<file path="config.mk">
export PLATFORM = sky130hd
export DESIGN_NAME = mem_stage
export DESIGN_NICKNAME = d
export VERILOG_FILES = /design/src/rtl/common.sv /design/src/rtl/load_formatter.sv /design/src/rtl/mem_stage.sv
export SDC_FILE = /design/constraint.sdc
export NUM_CORES = 1
export LEC_CHECK = 0
export CAP_MARGIN = 30
export CORE_MARGIN = 4
export CORE_UTILIZATION = 49
export DETAILED_ROUTE_END_ITERATION = 10
export PLACE_DENSITY = 0.86
export SLEW_MARGIN = 20
export SYNTH_ARGS = -nofsm -noshare
export SYNTH_HDL_FRONTEND = slang
export SYNTH_SLANG_ARGS = --single-unit
</file>
<file path="constraint.sdc">
create_clock -name clk -period 5.75 [get_ports clk]
set_input_delay 1.15 -clock clk [delete_from_list [all_inputs] [get_ports clk]]
set_output_delay 1.15 -clock clk [all_outputs]
set_load 0.02 [all_outputs]
</file>
<file path="src/rtl/common.sv">
// Shared core types and constants: operand widths, memory-op encodings,
// load/store funct3 codes, LSU state enum and store-formatting helpers.
package common;

   localparam int unsigned DATA_WIDTH    = 32;
   localparam int unsigned OPERAND_WIDTH = 32;

   typedef enum logic [1:0] {
      MEM_NONE  = 2'd0,
      MEM_LOAD  = 2'd1,
      MEM_STORE = 2'd2
   } mem_op_type;

   localparam logic [2:0] F3_LB  = 3'b000;
   localparam logic [2:0] F3_LH  = 3'b001;
   localparam logic [2:0] F3_LW  = 3'b010;
   localparam logic [2:0] F3_LBU = 3'b100;
   localparam logic [2:0] F3_LHU = 3'b101;
   localparam logic [2:0] F3_SB  = 3'b000;
   localparam logic [2:0] F3_SH  = 3'b001;
   localparam logic [2:0] F3_SW  = 3'b010;

   typedef enum logic [1:0] {
      IDLE        = 2'd0,
      WAIT_GNT    = 2'd1,
      WAIT_RVALID = 2'd2
   } lsu_state_type;

   // Halfwords need addr[0]=0, words need addr[1:0]=00; bytes are always aligned.
   function automatic logic is_misaligned(input logic [2:0] funct3, input logic [1:0] addr_lo);
      case (funct3[1:0])
         2'b01:   return addr_lo[0];
         2'b10:   return addr_lo != 2'b00;
         default: return 1'b0;
      endcase
   endfunction

   function automatic logic [3:0] store_be(input logic [2:0] funct3, input logic [1:0] addr_lo);
      case (funct3[1:0])
         2'b00:   return 4'b0001 << addr_lo;
         2'b01:   return 4'b0011 << addr_lo;
         default: return 4'b1111;
      endcase
   endfunction

   function automatic logic [DATA_WIDTH-1:0] store_wdata(input logic [2:0] funct3,
                                                         input logic [DATA_WIDTH-1:0] data);
      case (funct3[1:0])
         2'b00:   return {4{data[7:0]}};
         2'b01:   return {2{data[15:0]}};
         default: return data;
      endcase
   endfunction

endpackage

</file>
<file path="src/rtl/load_formatter.sv">
// Load data formatter: picks the addressed byte/halfword out of a 32-bit
// read word and sign- or zero-extends it according to funct3.
module load_formatter
   import common::*;
(
   input  logic [1:0]            addr_lo,
   input  logic [2:0]            funct3,
   input  logic [DATA_WIDTH-1:0] rdata,
   output logic [DATA_WIDTH-1:0] load_data
);

   logic [7:0]  byte_sel;
   logic [15:0] half_sel;

   // Lane select followed by extension.
   always_comb begin
      byte_sel = rdata[{addr_lo, 3'b000} +: 8];
      half_sel = addr_lo[1] ? rdata[31:16] : rdata[15:0];
      case (funct3)
         F3_LB:   load_data = {{24{byte_sel[7]}}, byte_sel};
         F3_LH:   load_data = {{16{half_sel[15]}}, half_sel};
         F3_LBU:  load_data = {24'b0, byte_sel};
         F3_LHU:  load_data = {16'b0, half_sel};
         default: load_data = rdata;
      endcase
   end

endmodule

</file>
<file path="src/rtl/mem_stage.sv">
// Memory-access pipeline stage: runs req/gnt/rvalid transactions for loads
// and stores, passes non-memory results through, and registers the
// write-back entry. Stalls upstream while a transaction is outstanding.
module mem_stage
   import common::*;
#(
   parameter int unsigned RESP_TIMEOUT = 255
) (
   input  logic                     clk,
   input  logic                     rst,
   input  logic                     i_valid,
   input  logic [OPERAND_WIDTH-1:0] i_alu_result,
   input  logic [DATA_WIDTH-1:0]    i_rf_data2,
   input  logic [4:0]               i_rd,
   input  mem_op_type               i_mem_op,
   input  logic [2:0]               i_funct3,
   output logic                     o_stall,
   output logic                     dmem_req,
   output logic                     dmem_we,
   output logic [31:0]              dmem_addr,
   output logic [3:0]               dmem_be,
   output logic [DATA_WIDTH-1:0]    dmem_wdata,
   input  logic                     dmem_gnt,
   input  logic                     dmem_rvalid,
   input  logic [DATA_WIDTH-1:0]    dmem_rdata,
   output logic                     o_wb_valid,
   output logic [DATA_WIDTH-1:0]    o_wb_data,
   output logic [4:0]               o_wb_rd,
   output logic                     o_exc_misaligned,
   output logic                     o_exc_bus
);

   localparam int CNT_W = (RESP_TIMEOUT < 2) ? 1 : $clog2(RESP_TIMEOUT + 1);

   lsu_state_type           state_q, state_d;
   logic [CNT_W-1:0]        cnt_q;
   logic [31:0]             req_addr_q;
   logic [3:0]              req_be_q;
   logic [DATA_WIDTH-1:0]   req_wdata_q;
   logic                    req_we_q;
   logic [2:0]              req_f3_q;
   logic [1:0]              req_off_q;
   logic [4:0]              req_rd_q;

   logic                    is_mem, is_store, mis_now, timeout;
   logic [DATA_WIDTH-1:0]   load_data;

   assign is_store = (i_mem_op == MEM_STORE);
   assign is_mem   = (i_mem_op == MEM_LOAD) || is_store;
   assign mis_now  = is_misaligned(i_funct3, i_alu_result[1:0]);
   // Fires in the last WAIT_RVALID cycle, so the bus error pulses
   // RESP_TIMEOUT+1 cycles after the grant.
   assign timeout  = (state_q == WAIT_RVALID) && !dmem_rvalid &&
                     (cnt_q == CNT_W'(RESP_TIMEOUT - 1));

   load_formatter u_load_formatter (
      .addr_lo   (req_off_q),
      .funct3    (req_f3_q),
      .rdata     (dmem_rdata),
      .load_data (load_data)
   );

   // Next-state, stall and data-memory port drive.
   always_comb begin
      state_d    = state_q;
      o_stall    = 1'b0;
      dmem_req   = 1'b0;
      dmem_we    = 1'b0;
      dmem_addr  = '0;
      dmem_be    = '0;
      dmem_wdata = '0;
      case (state_q)
         IDLE: begin
            if (i_valid && is_mem && !mis_now) begin
               dmem_req   = 1'b1;
               dmem_we    = is_store;
               dmem_addr  = {i_alu_result[OPERAND_WIDTH-1:2], 2'b00};
               dmem_be    = is_store ? store_be(i_funct3, i_alu_result[1:0]) : 4'b1111;
               dmem_wdata = is_store ? store_wdata(i_funct3, i_rf_data2) : '0;
               if (!dmem_gnt) begin
                  state_d = WAIT_GNT;
                  o_stall = 1'b1;
               end else if (!is_store) begin
                  state_d = WAIT_RVALID;
                  o_stall = 1'b1;
               end
            end
         end
         WAIT_GNT: begin
            o_stall    = 1'b1;
            dmem_req   = 1'b1;
            dmem_we    = req_we_q;
            dmem_addr  = req_addr_q;
            dmem_be    = req_be_q;
            dmem_wdata = req_wdata_q;
            if (dmem_gnt) state_d = req_we_q ? IDLE : WAIT_RVALID;
         end
         WAIT_RVALID: begin
            o_stall = 1'b1;
            if (dmem_rvalid || timeout) state_d = IDLE;
         end
         default: state_d = IDLE;
      endcase
   end

   // State register and response-timeout counter (cleared outside WAIT_RVALID).
   always_ff @(posedge clk) begin
      if (rst) begin
         state_q <= IDLE;
         cnt_q   <= '0;
      end else begin
         state_q <= state_d;
         cnt_q   <= (state_q == WAIT_RVALID) ? cnt_q + CNT_W'(1) : '0;
      end
   end

   // Capture the request in the IDLE issue cycle so WAIT_GNT can replay it unchanged.
   always_ff @(posedge clk) begin
      if (rst) begin
         req_addr_q  <= '0;
         req_be_q    <= '0;
         req_wdata_q <= '0;
         req_we_q    <= 1'b0;
         req_f3_q    <= '0;
         req_off_q   <= '0;
         req_rd_q    <= '0;
      end else if (state_q == IDLE && dmem_req) begin
         req_addr_q  <= dmem_addr;
         req_be_q    <= dmem_be;
         req_wdata_q <= dmem_wdata;
         req_we_q    <= dmem_we;
         req_f3_q    <= i_funct3;
         req_off_q   <= i_alu_result[1:0];
         req_rd_q    <= i_rd;
      end
   end

   // Write-back entry and one-cycle exception pulses.
   always_ff @(posedge clk) begin
      if (rst) begin
         o_wb_valid       <= 1'b0;
         o_wb_data        <= '0;
         o_wb_rd          <= '0;
         o_exc_misaligned <= 1'b0;
         o_exc_bus        <= 1'b0;
      end else begin
         o_wb_valid       <= 1'b0;
         o_exc_misaligned <= 1'b0;
         o_exc_bus        <= 1'b0;
         if (state_q == IDLE && i_valid) begin
            if (!is_mem) begin
               o_wb_valid <= 1'b1;
               o_wb_data  <= i_alu_result;
               o_wb_rd    <= i_rd;
            end else if (mis_now) begin
               o_exc_misaligned <= 1'b1;
            end
         end else if (state_q == WAIT_RVALID) begin
            if (dmem_rvalid) begin
               o_wb_valid <= 1'b1;
               o_wb_data  <= load_data;
               o_wb_rd    <= req_rd_q;
            end else if (timeout) begin
               o_exc_bus <= 1'b1;
            end
         end
      end
   end

endmodule

</file>
==> results of run 1 <==
-- sequential cells by signal, summed over array words and instances (netlist names), 2 cells and up --
signal / cells
req_f3_q: 3
cnt_q: 8
req_be_q: 4
o_wb_rd: 5
state_q: 2
req_addr_q: 32
req_wdata_q: 32
o_wb_data: 32
req_off_q: 2
req_rd_q: 5
-- power by group --
part | leakage (nW) | internal, mW | switching [mW]
clock | 0.319 | 0.799 | 0.392
sequential | 1.05 | 1.01 | 0.0743
combinational | 2.17 | 0.491 | 0.628
-- worst min-delay path by stage --
stage / to / slack (ns) / depth (start not counted) / start
3_3_place_gp: req_addr_q[0] / 0.43 / 1 / req_addr_q[0]
6_report: req_wdata_q[24] / 0.45 / 2 / req_wdata_q[24]
2_1_floorplan: req_addr_q[0] / 0.42 / 1 / req_addr_q[0]
4_1_cts: req_wdata_q[25] / 0.46 / 2 / req_wdata_q[25]
5_1_grt: o_wb_data[12] / 0.48 / 2 / o_wb_data[12]
3_5_place_dp: req_addr_q[0] / 0.44 / 1 / req_addr_q[0]
-- worst max-delay path, stage by stage --
cell	delay [ns]
clkdlybuf4s50_1	0.51
inv_1	0.07
ha_1	0.23
o211ai_1	0.39
and3_1	0.27
nand2_1	0.45
o21ai_0	0.40
clkdlybuf4s50_1	0.66
-- per-layer routing --
| layer | global-route usage (%) | vias up | part of all wire (%) |
|---|---|---|---|
| met5 | 0 | - | 0 |
| met2 | 43.9 | 354 | 46 |
| met4 | 11.0 | 0 | 2.8 |
| met1 | 37.8 | 3195 | 42 |
| li1 | - | 3163 | - |
| met3 | 8.39 | 49 | 9.9 |
-- kinds of logic after synthesis --
logic type                 after synthesis  synth area share, %
AOI/OAI and AO/OA                      276                 31.2
and+or+nand+nor                        237                 17.2
DFF                                    129                 40.0
buffers and inverters                   78                 5.27
muxes                                   22                 3.84
adders and majority gates               10                 1.94
xor gates and xnor gates                 4                0.543
-- per-stage QoR --
stage	power, mW	util [%]	setup slack [ns]	hold WS, ns	cells
floorplan	1.74	-	1.73	0.421	756
CTS	3.38	73.3	0.445	0.455	1127
global route	3.53	73.6	0.251	0.478	1129
global placement	2.18	68.1	0.557	0.433	1095
finish	3.40	73.6	0.469	0.452	1129
detailed placement	2.19	68.2	0.487	0.442	1096
-- final cells by class --
type	instances	area [sq um]	share of cell area, %
tap	172	215	2.29
multi-input combinational	549	3550	37.8
sequential	129	2580	27.5
timing repair buffer	237	2350	25.1
clock inverter	10	181	1.93
inverter	11	41.3	0.439
clock buffer	21	470	5.01
-- cell usage after synthesis (2+ instances only) --
| cell | instances | area, sq um |
|---|---|---|
| a211oi_1 | 15 | 113 |
| a21oi_1 | 28 | 140 |
| a221oi_1 | 14 | 123 |
| a221oi_2 | 2 | 30.0 |
| a22o_1 | 90 | 788 |
| a22oi_1 | 9 | 67.6 |
| a311o_1 | 7 | 70.1 |
| a311oi_1 | 12 | 105 |
| a31oi_1 | 3 | 18.8 |
| and2_1 | 8 | 50.1 |
| and2b_1 | 6 | 45.0 |
| and3_1 | 4 | 25.0 |
| and3b_1 | 9 | 78.8 |
| buf_1 | 7 | 26.3 |
| buf_2 | 13 | 65.1 |
| buf_4 | 2 | 15.0 |
| buf_6 | 3 | 33.8 |
| clkbuf_1 | 41 | 154 |
| dfxtp_1 | 129 | 2580 |
| ha_1 | 10 | 125 |
| inv_1 | 11 | 41.3 |
| mux2_4 | 2 | 30.0 |
| mux2i_1 | 18 | 180 |
| nand2_1 | 122 | 458 |
| nand2b_1 | 6 | 37.5 |
| nand3_1 | 7 | 35.0 |
| nor2_1 | 44 | 165 |
| nor2b_1 | 4 | 25.0 |
| nor3_1 | 9 | 45.0 |
| o21ai_0 | 79 | 395 |
| or3_1 | 2 | 12.5 |
| or4_1 | 7 | 52.6 |
| xor2_1 | 3 | 26.3 |
-- cells in the final DEF, fill, tap and decap left out, drive strengths merged, types with 8 or more instances in the layout --
cell	netlist	layout
a22o	90	90
clkbuf	42	21
buf	25	17
a22oi	9	9
a21oi	29	29
and3b	9	9
dfxtp	129	129
a311oi	12	12
mux2i	18	18
a221oi	16	16
o21ai	81	81
nor3	10	10
clkdlybuf4s50	0	220
a211oi	16	16
ha	10	10
nand2	122	122
nor2	45	45
inv	11	11
and2	8	8
==> results.tsv, run 1 <==
stage	metric	value	unit
status	outcome	completed	
routing	routed_wl	22000	microns
routing	dr.pass1.iters	5	
floorplan	die_y	123	microns
placed_design	postPlaceCellArea	8710	sq um
clocking	cts_tree	built	
setup_path	r2r_setup_slack	2.84	ns
layout	drive_gt1_share	6.37	%
setup_path	crit_path_end_kind	primary output	
clocking	cts_setup_buffers	0	
clocking	cts_buffers	17	
layout	syn2layout_area_growth	45.5	%
layout	fin_nets	1066	
floorplan	fp.dieArea	15100	sq um
synthesis	synth_cells	756	
routing	wl_per_cell	19.5	microns
synthesis	ys_seq_elements	129	
power	max-vdd-ir-drop	251	uV
min_path	worstHoldPathType	reg -> reg	
setup_path	crit_start	i_funct3[0]	
routing	drtIter0Drc	770	
placed_design	io_buffers	221	
placed_design	gp_congestion	0.884	
floorplan	core_area	12800	sq um
global_routing	grt_pass1_wl	33700	microns
timing	tightest_slew	1.00	ns
synthesis	synth_cell_types	63	
timing	rsz0062_at_grt	no	
clocking	ctsHoldBuffers	0	
placed_design	hpwl	15700	microns
global_routing	grt.total_usage	28.6	%
global_routing	grt_pass1_vias	6380	
clocking	cts.sink_count	129	
setup_path	path_max_fanout	25	
setup_path	worstSetupPathType	in -> out	
synthesis	yosysWarnings	0	
global_routing	overflow	0	
power	p_leak	3.54	nW
power	power_density	362	nW/um^2
synthesis	ys_seq_area_share	40.0	%
layout	diodes	0	
clocking	cts_resized	0	
floorplan	initial_core_util	50.6	%
timing	max_freq	189	MHz
synthesis	synth_edf_count	0	
setup_path	timing.rr.start	state_q[1]	
synthesis	syn-cell-area	6460	sq um
routing	vias_per_cell	5.99	
setup_path	crit_required	4.60	ns
layout	postLayoutCellArea	9400	sq um
routing	drc_errors	0	
timing	finalSetupViolCount	0	
setup_path	r2r_cells	7	
synthesis	syn_area_per_cell	8.54	sq um
setup_path	startpoint_type	primary input	
floorplan	rows	41	
routing	drtAntennaViolNets	0	
synthesis	synthArstFlopShare	0	%
setup_path	cp-endpoint	dmem_wdata[8]	
clocking	clkTransAtPathRegs	0.06	ns
synthesis	syn-num-nets	877	
floorplan	ios	222	
timing	maxSlewHeadroom	33.3	%
run	drv_cap	0	
timing	finalClockSkew	0.00668	ns
timing	period_share	91.8	%
global_routing	antenna_found_initial	0	
timing	report.final.slew_viol_count	0	
timing	period_needed	5.28	ns
timing	setup_tns	0	ns
clocking	root_buffer	clkbuf_16	
global_routing	grt_max_degree	58	
synthesis	synth_ff_type	dfxtp_1	
clocking	clk_latency	0.42	ns
clocking	cts_max_path_buffers	2	
routing	vias	6761	
clocking	cts_max_level	4	
setup_path	arrival	4.13	ns
layout	fill_cells	949	
setup_path	worstReg2RegEnd	req_wdata_q[13]	
timing	hold_violations	0	
floorplan	die_w	123	microns
(Power assumes the default switching activity.)
==> run 2: changes to the inputs <==
--- a/config.mk
+++ b/config.mk
@@ -6,10 +6,13 @@
 export NUM_CORES = 1
 export LEC_CHECK = 0
 export CAP_MARGIN = 30
+export CELL_PAD_IN_SITES_DETAIL_PLACEMENT = 0
+export CELL_PAD_IN_SITES_GLOBAL_PLACEMENT = 1
 export CORE_MARGIN = 4
-export CORE_UTILIZATION = 49
+export CORE_UTILIZATION = 36
 export DETAILED_ROUTE_END_ITERATION = 10
-export PLACE_DENSITY = 0.86
+export MAX_ROUTING_LAYER = met4
+export PLACE_DENSITY_LB_ADDON = 0.1
 export SLEW_MARGIN = 20
 export SYNTH_ARGS = -nofsm -noshare
 export SYNTH_HDL_FRONTEND = slang
==> results.tsv, run 2 (synthesis results as in run 1) <==
stage	metric	value	unit
floorplan	initial_core_util	37.1	%
power	p_leak	3.54	nW
timing	finalClockSkew	0.0128	ns
timing	setup_tns	0	ns
power	clkPwrFrac	34.2	%
floorplan	rows	48	
layout	utilization	54.4	%
global_routing	grt.total_usage	23.3	%
clocking	clkTransAtPathRegs	0.05	ns
placed_design	dp_cells	1154	
power	power_frac_comb	33.6	%
floorplan	core_area	17400	sq um
power	netSwitchingFraction	33.4	%
clocking	clk_latency	0.42	ns
timing	tightest_slew	0.917	ns
routing	drc_errors	0	
power	power_density	357	nW/um^2
timing	hold_violations	0	
layout	mostFrequentLayoutCells	220 x clkdlybuf4s50_1, 129 x dfxtp_1, 122 x nand2_1, 90 x a22o_1, 79 x o21ai_0	
clocking	cts_setup_buffers	0	
global_routing	grt_pass1_wl	36300	microns
floorplan	ios	222	
layout	top_regs	o_wb_data (32), req_addr_q (32), req_wdata_q (32)	
timing	max_freq	192	MHz
layout	layout.cells.non_filler	1187	
clocking	cts_max_level	4	
routing	vias	6626	
floorplan	die_y	142	microns
setup_path	crit_path_end_kind	primary output	
routing	dr.pass1.iters	6	
placed_design	gp_congestion	0.896	
power	max-vdd-ir-drop	226	uV
setup_path	worstSetupPathType	in -> out	
run	drv_cap	0	
timing	maxSlewHeadroom	38.8	%
setup_path	startpoint_type	primary input	
floorplan	fp.dieArea	20100	sq um
clocking	cts_buffers	17	
global_routing	overflow	0	
timing	rsz0062_at_grt	no	
timing	period_needed	5.20	ns
timing	finalSetupViolCount	0	
layout	drive_gt1_share	6.66	%
min_path	worstHoldPathType	reg -> reg	
placed_design	hpwl	17600	microns
timing	worst_hold_slack	0.446	ns
power	p_int	2.25	mW
setup_path	crit_required	4.60	ns
power	seqPwrFrac	32.2	%
routing	vias_per_cell	5.58	
floorplan	die_w	142	microns
layout	final_common_cell	clkdlybuf4s50_1	
placed_design	io_buffers	221	
timing	report.final.slew_viol_count	0	
clocking	root_buffer	clkbuf_16	
routing	routed_wl	23500	microns
power	power	3.38	mW
routing	drtAntennaViolNets	0	
clocking	cts_tree	built	
global_routing	antenna_found_initial	0	
layout	fin_nets	1069	
timing	period_share	90.5	%
routing	wl_per_cell	19.8	microns
clocking	cts.sink_count	129	
routing	drtIter0Drc	545	
clocking	ctsHoldBuffers	0	
clocking	cts_resized	0	
global_routing	grt_pass1_vias	6401	
setup_path	path_max_fanout	8	
setup_path	arrival	4.05	ns
status	outcome	completed	
power	p_sw	1.13	mW
layout	syn2layout_area_growth	46.8	%
global_routing	grt_max_degree	62	
clocking	cts_max_path_buffers	2	
run 2: cell count changes in the layout (fill, tap and decap cells not counted):
cell / change
clkbuf_8: -2
clkinv_2: -2
clkinv_4: +2
diode_2: +1
clkbuf_1: +1
inv_6: +1
buf_8: +2
buf_4: +1
bufinv_16: -1
clkinvlp_4: +2
run 2: metrics by stage:
stage	area, sq um	worst slack (ns)
3_5_place_dp	8850	0.575
6_report	9480	0.547
3_3_place_gp	8770	0.681
2_1_floorplan	6460	1.73
5_1_grt	9480	0.393
4_1_cts	9480	0.558
run 2: critical path: stages:
cell and delay [ns]:
clkdlybuf4s50_1 0.53, inv_1 0.08, ha_1 0.25, o211ai_1 0.41
and3_1 0.41, and2_1 0.38, a22o_1 0.22, clkdlybuf4s50_1 0.62
run 2: power groups by stage:
stage          combinational [mW]  clock, mW  sequential (mW)
2_1_floorplan               0.579          0             1.16
3_3_place_gp                 1.10          0             1.10
3_5_place_dp                 1.13          0             1.11
4_1_cts                      1.14       1.18             1.09
5_1_grt                      1.23       1.22             1.10
6_report                     1.14       1.16             1.09
run 2: cell type report:
class,count,area [sq um]
Timing Repair Buffer,240,2390
Antenna cell,1,2.50
Sequential cell,129,2580
Clock buffer,20,447
Clock inverter,12,183
Tap cell,225,282
Inverter,11,41.3
Fill cell,1626,7940
Multi-Input combinational cell,549,3550
run 2: final timing paths:
kind / start / to / slack [ns] / cells past startpoint
worst min-delay path: req_addr_q[1] / req_addr_q[1] / 0.45 / 1
worst min register to register: req_addr_q[1] / req_addr_q[1] / 0.45 / 1
worst max register to register: state_q[1] / req_wdata_q[2] / 2.74 / 8
worst max-delay path: i_funct3[0] / dmem_wdata[5] / 0.55 / 8
run 2: routing by layer:
metal | share of wire (%) | wire length [microns] | global-route usage, %
met5 | 0 | 0 | -
met1 | 46 | 10900 | 32.1
met2 | 45 | 10700 | 34.4
met4 | 1.8 | 425 | 6.52
met3 | 6.5 | 1520 | 5.48
==> run 3: changes to the inputs <==
--- a/config.mk
+++ b/config.mk
@@ -11,6 +11,7 @@
 export CORE_MARGIN = 4
 export CORE_UTILIZATION = 36
 export DETAILED_ROUTE_END_ITERATION = 10
+export GPL_ROUTABILITY_DRIVEN = 0
 export MAX_ROUTING_LAYER = met4
 export PLACE_DENSITY_LB_ADDON = 0.1
 export SLEW_MARGIN = 20
==> results of run 3 <==
No change in the layout: final DEF, timing and power equal those of run 2.
